## config.mk

```make
export PLATFORM = sky130hd
export DESIGN_NAME = mem_access_ctrl_flat
export DESIGN_NICKNAME = d
export VERILOG_FILES = /design/src/rtl/lc3_pkg.sv /design/src/rtl/mem_access_ctrl_if.sv /design/src/rtl/access_timer.sv /design/src/rtl/mem_access_ctrl.sv /design/src/flat_wrapper.sv
export SDC_FILE = /design/constraint.sdc
export NUM_CORES = 1
export LEC_CHECK = 0
export CELL_PAD_IN_SITES_DETAIL_PLACEMENT = 1
export CELL_PAD_IN_SITES_GLOBAL_PLACEMENT = 1
export CORE_MARGIN = 2
export CORE_UTILIZATION = 34
export CTS_CLUSTER_DIAMETER = 120
export DETAILED_ROUTE_END_ITERATION = 8
export GPL_ROUTABILITY_DRIVEN = 0
export PLACE_DENSITY_LB_ADDON = 0.12
export SETUP_SLACK_MARGIN = 0.4
export SYNTH_ARGS = -nofsm -noshare
export SYNTH_HDL_FRONTEND = slang
export SYNTH_HIERARCHICAL = 1
export SYNTH_SLANG_ARGS = --single-unit
```

## constraint.sdc

```tcl
create_clock -name clk -period 2.3 [get_ports clk]
set_input_delay 0.46 -clock clk [delete_from_list [all_inputs] [get_ports clk]]
set_output_delay 0.46 -clock clk [all_outputs]
set_load 0.05 [all_outputs]
```

## src/rtl/lc3_pkg.sv

```systemverilog
// Shared LC-3 memory-stage types and constants.
// Imported by the memory access controller, its bus interface and its timer.
package lc3_pkg;

   typedef enum logic {
      IDLE   = 1'b0,
      ACCESS = 1'b1
   } state_e;

   localparam int unsigned AW_DEF = 16;
   localparam int unsigned DW_DEF = 16;
   localparam int unsigned TMR_W  = 8;

   localparam logic [15:0] MDR_ERR_VAL = 16'hFFFF;

endpackage

```

## src/rtl/mem_access_ctrl_if.sv

```systemverilog
// Request/acknowledge memory port between the LC-3 memory stage and the memory.
// The master side issues requests; the slave side completes them.
interface mem_access_ctrl_if
   import lc3_pkg::*;
#(
   parameter int unsigned AW = AW_DEF,
   parameter int unsigned DW = DW_DEF
);
   logic          mem_req;
   logic          mem_wr;
   logic [AW-1:0] mem_addr;
   logic [DW-1:0] mem_wdata;
   logic [DW-1:0] mem_rdata;
   logic          mem_ack;

   modport master (
      output mem_req, mem_wr, mem_addr, mem_wdata,
      input  mem_rdata, mem_ack
   );

   modport slave (
      input  mem_req, mem_wr, mem_addr, mem_wdata,
      output mem_rdata, mem_ack
   );
endinterface

```

## src/rtl/access_timer.sv

```systemverilog
// Wait-state counter: clears on request start, counts while an access is pending,
// saturates at all ones and flags the cycle in which the next edge reaches TIMEOUT.
module access_timer
   import lc3_pkg::*;
#(
   parameter int unsigned TIMEOUT = 255
) (
   input  logic clk,
   input  logic rst_n,
   input  logic clr_i,
   input  logic en_i,
   output logic done_o
);
   localparam bit               ENABLED = (TIMEOUT != 0);
   localparam logic [TMR_W-1:0] TERM    = TMR_W'(TIMEOUT - 1);

   logic [TMR_W-1:0] cnt_q, cnt_d;

   always_comb begin
      cnt_d = cnt_q;
      if (clr_i) begin
         cnt_d = '0;
      end else if (en_i && (cnt_q != '1)) begin
         cnt_d = cnt_q + TMR_W'(1);
      end
   end

   always_ff @(posedge clk or negedge rst_n) begin
      if (!rst_n) begin
         cnt_q <= '0;
      end else begin
         cnt_q <= cnt_d;
      end
   end

   // Abort is decided on the edge that would take the count to TIMEOUT.
   assign done_o = ENABLED && (cnt_q == TERM);

endmodule

```

## src/rtl/mem_access_ctrl.sv

```systemverilog
// LC-3 memory stage: owns MAR/MDR, runs one read or write per mem_en over a
// req/ack port, reports completion as the R pulse and aborts stalled accesses.
module mem_access_ctrl
   import lc3_pkg::*;
#(
   parameter int unsigned AW      = AW_DEF,
   parameter int unsigned DW      = DW_DEF,
   parameter int unsigned TIMEOUT = 255
) (
   input  logic          clk,
   input  logic          rst_n,
   input  logic          ld_mar,
   input  logic [AW-1:0] mar_in,
   input  logic          ld_mdr,
   input  logic [DW-1:0] bus_in,
   input  logic          mem_en,
   input  logic          mem_we,
   output logic [AW-1:0] mar_out,
   output logic [DW-1:0] mdr_out,
   mem_access_ctrl_if.master mem,
   output logic          ready,
   output logic          busy,
   output logic          err_timeout
);
   state_e        state_q, state_d;
   logic [AW-1:0] mar_q, mar_d, addr_q, addr_d;
   logic [DW-1:0] mdr_q, mdr_d, wdata_q, wdata_d;
   logic          wr_q, wr_d, ready_q, ready_d, err_q, err_d;
   logic          tmr_clr, tmr_en, tmr_done;

   access_timer #(.TIMEOUT(TIMEOUT)) u_timer (
      .clk    (clk),
      .rst_n  (rst_n),
      .clr_i  (tmr_clr),
      .en_i   (tmr_en),
      .done_o (tmr_done)
   );

   always_comb begin
      // NOTE: every _d gets a default first, so no path through the case can infer a latch.
      state_d = state_q;
      mar_d   = mar_q;
      mdr_d   = mdr_q;
      addr_d  = addr_q;
      wdata_d = wdata_q;
      wr_d    = wr_q;
      ready_d = 1'b0;
      err_d   = 1'b0;
      tmr_clr = 1'b0;
      tmr_en  = 1'b0;

      unique case (state_q)
         IDLE: begin
            if (ld_mar) mar_d = mar_in;
            if (ld_mdr) mdr_d = bus_in;
            if (mem_en) begin
               // A load coinciding with mem_en reaches the request as well.
               addr_d  = mar_d;
               wdata_d = mdr_d;
               wr_d    = mem_we;
               tmr_clr = 1'b1;
               state_d = ACCESS;
            end
         end
         ACCESS: begin
            tmr_en = 1'b1;
            if (mem.mem_ack) begin
               state_d = IDLE;
               wr_d    = 1'b0;
               ready_d = 1'b1;
               if (!wr_q) mdr_d = mem.mem_rdata;
            end else if (tmr_done) begin
               state_d = IDLE;
               wr_d    = 1'b0;
               ready_d = 1'b1;
               err_d   = 1'b1;
               if (!wr_q) mdr_d = DW'(MDR_ERR_VAL);
            end
         end
         default: state_d = IDLE;
      endcase
   end

   always_ff @(posedge clk or negedge rst_n) begin
      if (!rst_n) begin
         state_q <= IDLE;
         mar_q   <= '0;
         mdr_q   <= '0;
         addr_q  <= '0;
         wdata_q <= '0;
         wr_q    <= 1'b0;
         ready_q <= 1'b0;
         err_q   <= 1'b0;
      end else begin
         // NOTE: non-blocking so every register samples pre-edge values regardless of order.
         state_q <= state_d;
         mar_q   <= mar_d;
         mdr_q   <= mdr_d;
         addr_q  <= addr_d;
         wdata_q <= wdata_d;
         wr_q    <= wr_d;
         ready_q <= ready_d;
         err_q   <= err_d;
      end
   end

   assign mem.mem_req   = (state_q == ACCESS);
   assign mem.mem_wr    = wr_q;
   assign mem.mem_addr  = addr_q;
   assign mem.mem_wdata = wdata_q;
   assign busy          = (state_q == ACCESS);
   assign mar_out       = mar_q;
   assign mdr_out       = mdr_q;
   assign ready         = ready_q;
   assign err_timeout   = err_q;

endmodule

```

## src/flat_wrapper.sv

```systemverilog
// flat-port wrapper written by rule: the top's interface ports become plain ports
module mem_access_ctrl_flat import lc3_pkg::*;
#(
   parameter int unsigned AW      = AW_DEF,
   parameter int unsigned DW      = DW_DEF,
   parameter int unsigned TIMEOUT = 255
)
  (clk, rst_n, ld_mar, mar_in, ld_mdr, bus_in, mem_en, mem_we, mar_out, mdr_out, ready, busy, err_timeout, mem_mem_req, mem_mem_wr, mem_mem_addr, mem_mem_wdata, mem_mem_rdata, mem_mem_ack);
  mem_access_ctrl_if #(.AW(AW), .DW(DW)) mem_i ();
  input  logic clk;
  input  logic rst_n;
  input  logic ld_mar;
  input  logic [AW-1:0] mar_in;
  input  logic ld_mdr;
  input  logic [DW-1:0] bus_in;
  input  logic mem_en;
  input  logic mem_we;
  output logic [AW-1:0] mar_out;
  output logic [DW-1:0] mdr_out;
  output logic ready;
  output logic busy;
  output logic err_timeout;
  output wire logic [$bits(mem_i.mem_req)-1:0] mem_mem_req;
  output wire logic [$bits(mem_i.mem_wr)-1:0] mem_mem_wr;
  output wire logic [$bits(mem_i.mem_addr)-1:0] mem_mem_addr;
  output wire logic [$bits(mem_i.mem_wdata)-1:0] mem_mem_wdata;
  input wire logic [$bits(mem_i.mem_rdata)-1:0] mem_mem_rdata;
  input wire logic [$bits(mem_i.mem_ack)-1:0] mem_mem_ack;
  assign mem_mem_req = mem_i.mem_req;
  assign mem_mem_wr = mem_i.mem_wr;
  assign mem_mem_addr = mem_i.mem_addr;
  assign mem_mem_wdata = mem_i.mem_wdata;
  assign mem_i.mem_rdata = mem_mem_rdata;
  assign mem_i.mem_ack = mem_mem_ack;
  mem_access_ctrl #(.AW(AW), .DW(DW), .TIMEOUT(TIMEOUT)) u_core (.clk(clk), .rst_n(rst_n), .ld_mar(ld_mar), .mar_in(mar_in), .ld_mdr(ld_mdr), .bus_in(bus_in), .mem_en(mem_en), .mem_we(mem_we), .mar_out(mar_out), .mdr_out(mdr_out), .mem(mem_i), .ready(ready), .busy(busy), .err_timeout(err_timeout));
endmodule
```

==> run summary <==
crit path capture type: output pin
max cap viols: 0
Ys Warns: 6
crit path time final: 1840 ps
deepest level of the CTS H-tree: 3
internal reg-to-reg setup slack: 480 ps
part of the power in the clock network: 0.193
average size of a mapped cell: 11.2 sq um
internal power: 2860 uW
most frequent cells in the layout: dfrtp_1, dlygate4sd2_1, clkdlybuf4s50_1, nand2_1
Congestion Overflow GR: 0
Seq/Total Area, Yosys: 0.542
Vias: 2,879
cell type group with the largest total delay on the critical path: buffers and inverters
startpoint of the lowest-slack register-to-register path: u_core/u_timer/cnt_q[6]
setup skew after layout: 15.4 ps
portion of total power attributed to sequential cells: 0.359
switching part of the total: 0.453
cell accounting for the most synthesized area: dfrtp_1
endpoint of the lowest-slack register-to-register path: u_core/mdr_out[11]
cell types with the largest area share after synthesis: dfrtp_1, mux2i_1, mux2_2
filler instances: 1,175
class of the worst hold path: primary input to asynchronous set/reset pin
initial detailed-routing violation count: 94
sink count of the clock tree: 76
outcome: completed
diode insertion count for antenna repair: 0
Final Hold Slack: 7.14 ps
crit-path cells: dlygate4sd2_1
CP Buf/Inv Count: 1
data arrival at the endpoint of the critical path: 1380 ps
number of antenna violations at the first check in global routing: 0
startpoint of the most critical setup path: u_core/mem.mem_wr
net switching power figure: 2370 uW
Final nets: 499
combinational cell fraction of total power: 0.448
clock tree from TritonCTS: done
summed area of non-filler cells in the final layout: 5070 sq um
standard cell with the maximum stage delay on the critical path: dlygate4sd2_1
final hold viol count: 0
area growth from synthesis to layout: 44.5%
Remaining DRCs: 0
Detailed Route WL: 9710 microns
area of the die: 11,100 sq um
fraction of final layout cells sized beyond drive strength 1: 0.136
leakage power total: 0.00238 uW
number of standard cells in the final layout excluding fillers: 583
Required @ worst endpoint: 1840 ps
overall die height: 106 microns
total negative slack: 0 ps
met1 capacity usage during global routing: 0.237
number of synthesized register bits: 76
count of antenna-violating nets left after detailed routing: 0
Max stage delay on crit path: 560 ps
number of search-and-repair iterations in the first detailed-routing pass: 4
highest fanout seen on the critical path: 4
final-report setup violation count: 0
mapped cell area: 3510 sq um
M3 GR Usage: 0.0340
cell count after synthesis: 314
total power divided by cell area: 1030 nW/um^2
maximum buffer depth of the clock tree: 2
placed wire-length estimate after detailed placement: 6940 microns
number of global-route vias before repair: 3,088
via count normalized by instance count: 4.94
number of different library cells in the post-synthesis netlist: 35
Clock Pin Slew Worst Setup and Hold Paths: 90 ps
timing-limited maximum frequency: 544 MHz
std cell rows: 37
starting utilization of the core area: 0.344
post-synthesis net count: 371
critical path launch point type: flop
RSZ-0062 raised after global routing: no
actual transition at the worst max-transition pin: 529 ps
worst vdd rail ir drop: 0.000474 V
WL/cell: 16.7 microns
depth of the most critical reg-to-reg path: 6
worst setup path endpoint: mem_mem_wr
number of gates on the worst path with buffers counted: 1
share of the core filled with cells in the final layout: 0.498
headroom to the max-slew limit: 0.649
Placed Cells incl. Taps: 564
area inside the core boundary: 10,200 sq um
maximum number of pins on one net before global-route repair: 51
fraction of synthesized cell area taken by the top area cell type: 0.542
commonest non-fill, non-tap cell in the layout: dfrtp_1
Port Buffer Count: 123
die width: 106 microns
buffer cell driving the clock tree root: clkbuf_8
final period utilization: 0.799
global-route wire length before repair: 16,100 microns
clock latency on the worst-skew pair: 350 ps
most crowded layer after global routing: met2
crit path kind: flop to output pin
global-route total usage across every layer: 0.182
global-route met2 utilization: 0.310
Post-Place Cell Area: 4920 sq um
Max Transition Viols Final: 0
Inserted Clock Buffers: 9
number of I/O pins: 124
==> power groups by stage <==
| stage | Sequential [uW] | Clock (uW) | Combinational, uW |
|---|---|---|---|
| finish | 1880 | 1010 | 2340 |
| global route | 1940 | 1100 | 2490 |
| CTS | 1890 | 1040 | 2370 |
| detailed placement | 1920 | 0 | 2570 |
| global placement | 1900 | 0 | 2540 |
| floorplan | 2980 | 0 | 540 |
==> worst min-delay path by stage <==
| stage | startpoint | to | slack, ps | depth (start not counted) |
|---|---|---|---|---|
| 2_1_floorplan | rst_n | u_core/busy | 160 | 0 |
| 3_3_place_gp | rst_n | u_core/mem.mem_wdata[2] | 400 | 1 |
| 3_5_place_dp | rst_n | u_core/mdr_out[2] | 400 | 1 |
| 4_1_cts | rst_n | u_core/mdr_out[2] | 20 | 1 |
| 5_1_grt | rst_n | u_core/mdr_out[2] | 20 | 1 |
| 6_report | rst_n | u_core/mem.mem_wdata[2] | 7 | 1 |
==> cell families after synthesis <==
kind of cell / Yosys count / synth area share
compound gates: 62 / 0.121
simple gates: 96 / 0.134
mux: 50 / 0.150
fa+ha+maj: 2 / 0.00713
buf+inv: 28 / 0.0449
flops: 76 / 0.542
==> flip-flops by register name (all words and copies together), names as in the netlist <==
name / cells
u_core/busy: 1
u_core/err_timeout: 1
u_core/mar_out: 16
u_core/mdr_out: 16
u_core/mem.mem_addr: 16
u_core/mem.mem_wdata: 16
u_core/mem.mem_wr: 1
u_core/ready: 1
u_core/u_timer/cnt_q: 8
==> cell type report <==
cell class                      count  area (sq um)  area share
Sequential cell                    76          1900       0.375
Multi-Input combinational cell    210          1470       0.289
Timing Repair Buffer              140          1320       0.260
Tap cell                          136           170      0.0336
Clock buffer                       10           128      0.0252
Clock inverter                      6          65.1      0.0128
Inverter                            5          18.8     0.00370
==> repair_timing <==
| item | 4_1_cts | 5_1_grt |
|---|---|---|
| endpoints found under the setup margin | 83 | 15 |
| hold buffers | 0 | 0 |
| setup buffers | 3 | 0 |
| pin swaps | 1 | 0 |
| gates resized for setup | 68 | 3 |
| cloned | 0 | 0 |
==> metrics by stage <==
stage | total power, uW | setup WS [ps]
3_3_place_gp | 4440 | 28.4
2_1_floorplan | 3520 | 469
6_report | 5240 | 463
3_5_place_dp | 4490 | -26.0
5_1_grt | 5530 | 391
4_1_cts | 5300 | 420
==> layer usage <==
layer  up-vias  wire length [microns]
met5         -                      0
met4         0                    118
met3         9                    376
met2        75                   4730
met1      1429                   4490
li1       1366                      -
==> cells in the mapped netlist, drive strengths merged <==
cell type  instances
nor4b              1
a311oi             1
nand2b            10
a221o             16
mux2              18
o21ai             32
a31oi              1
a211oi             2
nor2              20
clkbuf             4
and3               4
a21oi              6
nand3              5
nor3               4
and4               1
mux2i             32
o21a               1
nand4              2
nor3b              1
a41oi              1
nor2b              3
or2b               7
dfrtp             76
o31ai              1
nand2             38
o31a               1
ha                 2
buf               19
inv                5
Note: power is estimated with default switching activity, not from simulation.
==> variant: new RTL, config.mk and constraints unchanged <==
Make the reset (`rst_n`) synchronous in 2 clocked blocks.
--- a/src/rtl/access_timer.sv
+++ b/src/rtl/access_timer.sv
@@ -26,5 +26,5 @@
    end
 
-   always_ff @(posedge clk or negedge rst_n) begin
+   always_ff @(posedge clk) begin
       if (!rst_n) begin
          cnt_q <= '0;
--- a/src/rtl/mem_access_ctrl.sv
+++ b/src/rtl/mem_access_ctrl.sv
@@ -82,5 +82,5 @@
    end
 
-   always_ff @(posedge clk or negedge rst_n) begin
+   always_ff @(posedge clk) begin
       if (!rst_n) begin
          state_q <= IDLE;
Function: differs if rst_n is asserted again (counterexample within 4 cycles, from zero or initial values and one cycle with rst_n low); with rst_n held inactive, the same outputs for 10 cycles.
==> variant against the unedited design <==
Hold slack improved by 450 ps. Clock skew decreased by 1.6 ps. Sequential cell count unchanged. Routed wire length increased by 4.3%. Setup slack improved by 100 ps. Count of clock-buffer cells in the layout increased by 1. Cell area decreased by 4.4%. Area after synthesis decreased by 1.7%. Critical path type unchanged. Highest routed layer unchanged.
Power is not compared: it rests on default switching activity, and its combinational part moved more than twofold at a synthesized area within 25%.
==> variant: results (changes against the unedited design) <==
metric	value	unit	change
outcome	completed		unchanged
worst min-delay path category	reg2reg		was in2async
vias in the first global route	3207		was 3088
sequential area share after synthesis	44.1	%	was 54.2%
Clock Path Buffers	2		unchanged
gr usage total	18.9	%	was 18.2%
Synth Net Count	414		was 371
Synth top cells by count	dfxtp_1 (76), nand2_1 (62), mux2i_1 (34)		was dfrtp_1 (76), nand2_1 (38), mux2i_1 (32), o21ai_0 (32), nor2_1 (19)
# H-tree levels	3		unchanged
post-DP HPWL	7.40	mm	was 6.94 mm
Initial DRC Count	112		was 94
total CTS buffers	9		unchanged
switching share of total power	33.2	%	
pin count of the biggest net entering global routing	43		was 51
Leakage Power	2.35	nW	
FFs w/ async S/R, synth	0	%	was 100%
met3 Track Usage GR	4.68	%	was 3.40%
Netlist cell types	39		was 35
CP peak stage delay	560	ps	about the same
Setup crit start	u_core/mem.mem_wr$_SDFFE_PN0P_		was u_core/mem.mem_wr$_DFFE_PN0P_
Yosys Warn Count	6		unchanged
total routed wirelength	10.1	mm	was 9.71 mm
Avg Cell Area, Syn	9.66	µm²	was 11.2 µm²
CP delay by family, top	buffers and inverters		unchanged
critical path startpoint category	flop		unchanged
CP arrival	1270	ps	was 1380 ps
reg-to-reg startpoint	u_core/u_timer/cnt_q[4]$_SDFFE_PP0P_		was u_core/u_timer/cnt_q[6]$_DFFE_PN0P_
Synth Flop Type	dfxtp_1		was dfrtp_1
DR WL/cell	16.5	µm	was 16.7 µm
number of diodes	0		unchanged
Fillers	1174		was 1175
PortBufs	123		unchanged
met1 layer usage reported by global route	23.2	%	was 23.7%
Worst IR Drop VDD	0.360	mV	
clock transition at the registers of the reported paths	80	ps	
HP Start	u_core/mdr_out[15]$_SDFFE_PN0P_		
Post-CTS Setup Bufs	0		was 3
initial antenna violation count	0		unchanged
Max-Slew Margin vs Limit	64.0	%	was 64.9%
Clk Latency, worst-skew pair	340	ps	
1st-pass router iterations	4		unchanged
total number of vias	3095		was 2879
Worst Skew	13.8	ps	was 15.4 ps
CP Max Fanout	4		unchanged
first-pass GRT wire length	16.8	mm	was 16.1 mm
placed instance count	597		was 564
Crit-path slowest cell	dlygate4sd2_1		unchanged
share of layout cells above drive strength 1	9.38	%	was 13.6%
Root Driver	clkbuf_8		unchanged
nets	532		was 499
met2 usage	32.4	%	was 31.0%
Synth area leaders	dfxtp_1 (44%), mux2i_1 (9.9%), o211a_1 (7.0%)		was dfrtp_1 (54%), mux2i_1 (9.1%), mux2_2 (5.1%)
[variant: final cells by class]
| type | count | area share (%) |
|---|---|---|
| clock inverter | 5 | 1.24 |
| inverter | 22 | 1.70 |
| clock buffer | 11 | 2.92 |
| sequential | 76 | 31.4 |
| tap | 133 | 3.43 |
| multi-input combinational | 232 | 33.8 |
| timing repair buffer | 134 | 25.4 |
[variant: power by group through the flow]
stage | clock [W] | combinational (W) | sequential [W]
after floorplan | 0 | 0.000290 | 0.00181
after global placement | 0 | 0.000920 | 0.00150
after detailed placement | 0 | 0.000935 | 0.00151
after CTS | 0.00107 | 0.000878 | 0.00147
after global routing | 0.00112 | 0.000927 | 0.00149
final | 0.00103 | 0.000868 | 0.00147
[variant: path summary, 6_finish.rpt]
check	depth (start not counted)	to	slack (ps)
hold reg to reg	2	u_core/mdr_out[15]$_SDFFE_PN0P_	460
setup / recovery	1	mem_mem_wr	570
setup reg to reg	6	u_core/mdr_out[13]$_SDFFE_PN0P_	570
hold / removal	2	u_core/mdr_out[15]$_SDFFE_PN0P_	460
[variant: cells by family after synthesis]
logic type,count (synthesis),synth area share (%)
AND/OR/NAND/NOR,98,13.2
AO/OA/AOI/OAI,89,20.3
multiplexers,43,13.1
flip-flops,76,44.1
adder cells (fa/ha/maj),2,0.726
buffers and inverters,49,8.56
[variant: metal layers]
layer / wire length [µm] / part of all wire, %
met3: 595 / 5.9
met4: 158 / 1.6
met2: 5080 / 50
met1: 4290 / 42
met5: 0 / 0
[variant: per-stage QoR]
step	hold WS [ps]	setup slack (ps)	power, W	util (%)	area (µm²)
floorplan	476	578	0.00210	-	3450
global placement	445	347	0.00242	48.1	4720
detailed placement	458	292	0.00244	48.1	4720
CTS	469	499	0.00343	49.3	4840
global route	493	406	0.00353	49.3	4840
finish	461	568	0.00337	49.3	4840
[variant: timing repair]
item	in CTS	in global routing
setup endpoints to repair	67	6
cloned	0	0
resized for setup	67	1
